===== src/rtl/fighter_pkg.sv =====
// Shared fighter-core types and arena defaults used by every player instance.
package fighter_pkg;

  typedef enum logic [1:0] {
    GROUND = 2'd0,
    RISE   = 2'd1,
    FALL   = 2'd2,
    LAND   = 2'd3
  } move_st_t;

  localparam int ARENA_X_MIN    = 0;
  localparam int ARENA_X_MAX    = 600;
  localparam int ARENA_GROUND_Y = 400;

endpackage


===== src/rtl/jump_arc.sv =====
// Vertical integrator for one player: launch velocity, gravity with fall-speed
// saturation, ceiling clamp at y=0 and touchdown detection at the ground line.
module jump_arc
  import fighter_pkg::*;
#(
  parameter int POS_W    = 10,
  parameter int VEL_W    = 8,
  parameter int GROUND_Y = ARENA_GROUND_Y,
  parameter int JUMP_VEL = 20,
  parameter int GRAVITY  = 2,
  parameter int MAX_FALL = 24
) (
  input  logic             clk,
  input  logic             rst_n,
  input  logic             tick_i,
  input  logic             launch_i,
  input  logic             airborne_i,
  output logic [POS_W-1:0] pos_y_o,
  output logic             touchdown_o,
  output logic             apex_o
);

  // Two guard bits keep pos+vel free of overflow for any pos/vel combination.
  localparam int YW = POS_W + 2;
  localparam logic signed [YW-1:0]    GROUND_S = YW'(GROUND_Y);
  localparam logic signed [VEL_W:0]   GRAV_S   = (VEL_W + 1)'(GRAVITY);
  localparam logic signed [VEL_W:0]   MAXF_S   = (VEL_W + 1)'(MAX_FALL);
  localparam logic signed [VEL_W-1:0] MAXF_V   = VEL_W'(MAX_FALL);
  localparam logic signed [VEL_W-1:0] JUMP_V   = VEL_W'(-JUMP_VEL);

  logic [POS_W-1:0]        pos_y_q, pos_y_d;
  logic signed [VEL_W-1:0] vel_q, vel_d;
  logic signed [YW-1:0]    sum;
  logic signed [VEL_W:0]   vsum;
  logic signed [VEL_W-1:0] vel_nxt;
  logic                    hit_ground;

  // Integrate position with the old velocity, then apply saturated gravity.
  always_comb begin
    sum        = $signed({2'b00, pos_y_q}) + $signed({{(YW - VEL_W){vel_q[VEL_W-1]}}, vel_q});
    vsum       = $signed({vel_q[VEL_W-1], vel_q}) + GRAV_S;
    vel_nxt    = (vsum > MAXF_S) ? MAXF_V : vsum[VEL_W-1:0];
    hit_ground = (sum >= GROUND_S);
    pos_y_d    = pos_y_q;
    vel_d      = vel_q;
    if (tick_i) begin
      if (launch_i) begin
        vel_d = JUMP_V;
      end else if (airborne_i) begin
        if (hit_ground) begin
          pos_y_d = POS_W'(GROUND_Y);
          vel_d   = '0;
        end else if (sum[YW-1]) begin
          pos_y_d = '0;
          vel_d   = vel_nxt;
        end else begin
          pos_y_d = sum[POS_W-1:0];
          vel_d   = vel_nxt;
        end
      end
    end
  end

  // Vertical state register.
  always_ff @(posedge clk or negedge rst_n) begin
    if (!rst_n) begin
      pos_y_q <= POS_W'(GROUND_Y);
      vel_q   <= '0;
    end else begin
      pos_y_q <= pos_y_d;
      vel_q   <= vel_d;
    end
  end

  assign pos_y_o     = pos_y_q;
  assign touchdown_o = airborne_i & hit_ground;
  assign apex_o      = ~vel_nxt[VEL_W-1];

endmodule


===== src/rtl/player_motion_ctrl.sv =====
// Per-player motion engine: walk, jump arc, landing recovery, facing and
// push-box separation, all advanced on frame_tick.
// Optional build macro PLAYER_AIR_CONTROL_EN enables half-speed steering in the air.
module player_motion_ctrl
  import fighter_pkg::*;
#(
  parameter int POS_W       = 10,
  parameter int VEL_W       = 8,
  parameter int X_MIN       = ARENA_X_MIN,
  parameter int X_MAX       = ARENA_X_MAX,
  parameter int GROUND_Y    = ARENA_GROUND_Y,
  parameter int START_X     = 100,
  parameter int START_RIGHT = 1,
  parameter int WALK_SPD    = 4,
  parameter int JUMP_VEL    = 20,
  parameter int GRAVITY     = 2,
  parameter int MAX_FALL    = 24,
  parameter int MIN_SEP     = 32,
  parameter int LAND_TICKS  = 3
) (
  input  logic             clk,
  input  logic             rst_n,
  input  logic             frame_tick,
  input  logic             move_left,
  input  logic             move_right,
  input  logic             jump,
  input  logic [POS_W-1:0] opponent_x,
  output logic [POS_W-1:0] pos_x,
  output logic [POS_W-1:0] pos_y,
  output logic             facing_right,
  output logic             jump_active,
  output logic             move_active,
  output logic             x_lock,
  output logic             landed
);

  localparam int XW    = POS_W + 2;
  localparam int CNT_W = (LAND_TICKS > 0) ? $clog2(LAND_TICKS + 1) : 1;
  localparam logic signed [XW-1:0] XMIN_S = XW'(X_MIN);
  localparam logic signed [XW-1:0] XMAX_S = XW'(X_MAX);
  localparam logic signed [XW-1:0] SEP_S  = XW'(MIN_SEP);

  move_st_t         state_q, state_d;
  logic [CNT_W-1:0] land_cnt_q, land_cnt_d;
  logic [POS_W-1:0] pos_x_q, pos_x_d;
  logic             facing_q, facing_d;
  logic             move_q, move_d;
  logic             landed_q, landed_d;
  logic             jump_prev_q, jump_pend_q, jump_pend_d;
  logic             jump_req, launch, airborne, touchdown, apex;

  logic                 dir_l, dir_r, x_en, toward, reject;
  logic signed [XW-1:0] px, opx, step, cand, dx, adx;

  assign jump_req    = jump_pend_q | (jump & ~jump_prev_q);
  assign jump_pend_d = frame_tick ? 1'b0 : jump_req;
  assign airborne    = (state_q == RISE) || (state_q == FALL);

  jump_arc #(
    .POS_W   (POS_W),
    .VEL_W   (VEL_W),
    .GROUND_Y(GROUND_Y),
    .JUMP_VEL(JUMP_VEL),
    .GRAVITY (GRAVITY),
    .MAX_FALL(MAX_FALL)
  ) u_arc (
    .clk        (clk),
    .rst_n      (rst_n),
    .tick_i     (frame_tick),
    .launch_i   (launch),
    .airborne_i (airborne),
    .pos_y_o    (pos_y),
    .touchdown_o(touchdown),
    .apex_o     (apex)
  );

  // Motion state machine: jump launch, apex, touchdown and landing recovery.
  always_comb begin
    state_d    = state_q;
    land_cnt_d = land_cnt_q;
    landed_d   = 1'b0;
    launch     = 1'b0;
    if (frame_tick) begin
      unique case (state_q)
        GROUND: begin
          if (jump_req) begin
            launch  = 1'b1;
            state_d = RISE;
          end
        end
        RISE, FALL: begin
          if (touchdown) begin
            landed_d   = 1'b1;
            land_cnt_d = CNT_W'(LAND_TICKS);
            state_d    = (LAND_TICKS == 0) ? GROUND : LAND;
          end else if (state_q == RISE && apex) begin
            state_d = FALL;
          end
        end
        LAND: begin
          if (land_cnt_q <= CNT_W'(1)) state_d = GROUND;
          else                         land_cnt_d = land_cnt_q - CNT_W'(1);
        end
        default: state_d = GROUND;
      endcase
    end
  end

  // Horizontal step with arena clamp, separation rejection and facing update.
  always_comb begin
    dir_l = move_left & ~move_right;
    dir_r = move_right & ~move_left;
`ifdef PLAYER_AIR_CONTROL_EN
    x_en  = (state_q != LAND);
`else
    x_en  = (state_q == GROUND);
`endif
    px     = $signed({2'b00, pos_x_q});
    opx    = $signed({2'b00, opponent_x});
    step   = (state_q == GROUND) ? XW'(WALK_SPD) : XW'(WALK_SPD / 2);
    cand   = dir_r ? (px + step) : (px - step);
    if (cand < XMIN_S)      cand = XMIN_S;
    else if (cand > XMAX_S) cand = XMAX_S;
    toward = (dir_r && (opx > px)) || (dir_l && (opx < px));
    dx     = cand - opx;
    adx    = dx[XW-1] ? -dx : dx;
    reject = toward && (adx < SEP_S);
    pos_x_d  = pos_x_q;
    move_d   = move_q;
    facing_d = facing_q;
    if (frame_tick) begin
      if (x_en && (dir_l || dir_r) && !reject) pos_x_d = cand[POS_W-1:0];
      move_d = (pos_x_d != pos_x_q);
      if (state_q == GROUND) begin
        if (opponent_x > pos_x_q)      facing_d = 1'b1;
        else if (opponent_x < pos_x_q) facing_d = 1'b0;
      end
    end
  end

  // Control and horizontal state registers.
  always_ff @(posedge clk or negedge rst_n) begin
    if (!rst_n) begin
      state_q     <= GROUND;
      land_cnt_q  <= '0;
      pos_x_q     <= POS_W'(START_X);
      facing_q    <= (START_RIGHT != 0);
      move_q      <= 1'b0;
      landed_q    <= 1'b0;
      jump_prev_q <= 1'b0;
      jump_pend_q <= 1'b0;
    end else begin
      state_q     <= state_d;
      land_cnt_q  <= land_cnt_d;
      pos_x_q     <= pos_x_d;
      facing_q    <= facing_d;
      move_q      <= move_d;
      landed_q    <= landed_d;
      jump_prev_q <= jump;
      jump_pend_q <= jump_pend_d;
    end
  end

  assign pos_x        = pos_x_q;
  assign facing_right = facing_q;
  assign jump_active  = airborne;
  assign move_active  = move_q;
  assign landed       = landed_q;
`ifdef PLAYER_AIR_CONTROL_EN
  assign x_lock = (state_q == LAND);
`else
  assign x_lock = (state_q != GROUND);
`endif

endmodule

===== config.mk =====
export PLATFORM = sky130hd
export DESIGN_NAME = player_motion_ctrl
export DESIGN_NICKNAME = d
export VERILOG_FILES = /design/src/rtl/fighter_pkg.sv /design/src/rtl/jump_arc.sv /design/src/rtl/player_motion_ctrl.sv
export SDC_FILE = /design/constraint.sdc
export NUM_CORES = 1
export LEC_CHECK = 0
export ABC_AREA = 1
export ABC_CLOCK_PERIOD_IN_PS = 6900
export BUFFER_PORTS_ARGS = -buffer_cell sky130_fd_sc_hd__buf_4
export CORE_MARGIN = 4
export CORE_UTILIZATION = 60
export CTS_CLUSTER_DIAMETER = 120
export CTS_CLUSTER_SIZE = 8
export DETAILED_ROUTE_END_ITERATION = 10
export GPL_TIMING_DRIVEN = 1
export PLACE_DENSITY = 0.79
export SLEW_MARGIN = 20
export SYNTH_ARGS = -nofsm -noshare
export SYNTH_HDL_FRONTEND = slang
export SYNTH_SLANG_ARGS = --single-unit

===== constraint.sdc =====
create_clock -name clk -period 6.9 [get_ports clk]
set_input_delay 0.69 -clock clk [delete_from_list [all_inputs] [get_ports clk]]
set_output_delay 0.69 -clock clk [all_outputs]
set_load 0.1 [all_outputs]

==> results.yml <==
global_route:
  grtUsageTotal_pct: 26.7
  grt_overflow: 0
  grt_pass1_wl_um: 18500
  grt_pass1_vias: 3930
  grt_max_degree: 37
  antenna_found_initial: 0
synth:
  ys_types: 47
  async_flop_share_pct: 100
  synth_ff_type: "dfrtp_1"
  synth_area_leaders: "dfrtp_1 (18%), nand2_1 (15%), ha_1 (12%)"
  ys_seq_area_share_pct: 22.1
  synth_fp_nets: 695
  synth_top_area_share_pct: 17.6
  avgSynthCellArea_um2: 6.48
  ys_seq_elements: 36
  yosysTopAreaCell: "dfrtp_1"
  syn_inst: 635
  synth_area_um2: 4110
  synth_warnings: 0
  synth_edf_count: 0
worst_setup_path:
  cp.required_ns: 7.07
  crit_arrival_ns: 6.04
  worstSetupEndpointType: "register"
  path_common_cell: "nand2_1"
  start_kind: "register"
  critical_path_class: "register to register"
  path_max_fanout: 21
  cp_slowest_stage_delay_ns: 0.40
  path_delay_family: "simple AND/OR/NAND/NOR gates"
  path_buf_inv: 7
  crit_slowest_cell: "dfrtp_1"
finish:
  layout-drive-gt1-share_pct: 12.9
  nets: 733
  fin_cells: 751
  syn2layout_area_growth_pct: 10.6
  stdcell_area_um2: 4550
  final_util_pct: 70.0
  diodes: 0
detailed_routing:
  dr.pass1.iters: 5
  num_vias: 4332
  wl_per_cell_um: 14.4
  antenna_left: 0
  drc: 0
  vias_per_cell: 5.77
  wirelength_um: 10800
  drtIter0Drc: 355
cts:
  postCtsSetupBuffers: 0
  cts_resized: 0
  holdBufCountCts: 0
  clock_latency_ns: 0.30
  clk_pin_slew_worst_paths_ns: 0.09
  numCtsBuffers: 5
  clock_path_buffers: 2
  htree_num_levels: 2
  root_buffer: "clkbuf_8"
  cts_tree: "built"
  cts_sinks: 36
floorplan:
  pin_count: 41
  die_w_um: 90.8
  die_h_um: 90.8
  fp-row-count: 29
  die_area_um2: 8250
  start_util_pct: 63.3
  core_um2: 6490
sta:
  period_share_pct: 85.2
  hold_viol_final: 0
  tns_ns: 0
  worst_slew_pin_slew_ns: 0.927
  period_minus_slack_ns: 5.88
  relSlewSlack_pct: 38.0
  rsz0062_at_grt: "no"
  fin_skew_ns: 0.0116
  setup-violations-final: 0
  fmax_mhz: 170
  slew_violations: 0
place:
  placed_cell_area_um2: 4440
  gp_congestion: 0.929
  io_buffers: 40
  placed_cells: 743
  dp_hpwl_um: 8590
run_status:
  outcome: "complete, no violations"
run:
  drv_cap: 0
worst_hold_path:
  hp-class: "input pin to async pin"
==> per-layer routing <==
metal | GRT usage (%) | share of wire, % | up-vias
met5 | 0 | 0 | -
met4 | 4.65 | 1.2 | 0
met3 | 3.83 | 7.3 | 20
met2 | 43.5 | 45 | 169
met1 | 38.1 | 47 | 1979
li1 | - | - | 2164
==> logic make-up after synthesis <==
logic type / count (synthesis) / share of synthesized area [%]
AND/OR/NAND/NOR: 331 / 36.0
buffers and inverters: 116 / 11.5
AO/OA/AOI/OAI: 96 / 13.8
adder cells (fa/ha/maj): 44 / 13.9
flip-flops: 36 / 22.1
XOR/XNOR: 11 / 2.34
multiplexers: 1 / 0.243
==> Yosys cell counts (7+ instances only) <==
cell type and n:
dfstp_2 7, inv_1 101, dfrtp_1 29, nand2_1 166, nor2_1 50, nand4_1 30, o211ai_1 13, nand2_2 15
o21ai_0 28, ha_1 41, nor3_1 8, nand3_1 47, o21ai_1 7, a21oi_1 33, xor2_1 8
==> final cells by class <==
type | instances | area [µm²]
clock buffer | 5 | 68.8
clock inverter | 3 | 42.5
fill | 591 | 1950
inverter | 107 | 402
multi-input combinational | 483 | 2730
sequential | 36 | 910
tap | 77 | 96.3
timing repair buffer | 40 | 300
==> layout by cell type (no fill, tap or decap), types with 3 or more instances in the layout <==
master    count
a21oi_1      33
inv_2         3
nor2_1       50
o21ai_0      28
nand4_1      30
clkinv_1      3
nor3_1        8
dfstp_2       7
fa_1          3
dfrtp_1      29
nand3_1      47
xnor2_1       3
clkbuf_8      5
o211ai_1     13
nand2_2      15
ha_1         41
nand2_1     166
inv_1       101
o21ai_1       7
xor2_1        8
buf_4        40
==> flip-flops by register name (all words and copies together) (netlist names) <==
signal         cells
land_cnt_q         2
u_arc.pos_y_o     10
facing_right       1
u_arc.vel_q        7
pos_x             10
move_active        1
jump_prev_q        1
state_q            2
landed             1
jump_pend_q        1
==> worst register-to-register path, delay by kind of cell, from the launching register on <==
| family | cells | cell delay (ns) |
|---|---|---|
| simple gates | 24 | 2.58 |
| fa+ha+maj | 5 | 1.48 |
| buf+inv | 7 | 0.85 |
| flops | 1 | 0.40 |
| xor+xnor | 1 | 0.27 |
| compound gates | 2 | 0.17 |
==> worst paths after layout <==
kind / to / from / depth (start not counted) / slack (ns)
setup / recovery: move_active / state_q[0] / 39 / 1.02
hold / removal: u_arc.pos_y_o[1] / rst_n / 1 / 0.34
setup reg to reg: move_active / state_q[0] / 39 / 1.02
hold reg to reg: land_cnt_q[1] / land_cnt_q[1] / 2 / 0.50
max in group asynchronous: facing_right / rst_n / 1 / 6.18
min in group clk: land_cnt_q[1] / land_cnt_q[1] / 2 / 0.50
==> per-stage QoR <==
step / setup WS [ns] / hold slack [ns]
finish: 1.02 / 0.344
global route: 0.531 / 0.368
CTS: 1.16 / 0.364
detailed placement: 1.27 / 0.479
global placement: 1.44 / 0.470
floorplan: 1.52 / 0.394
Power is not shown: default switching activity piles up to over one toggle a cycle in this logic, so the estimate is an artifact.
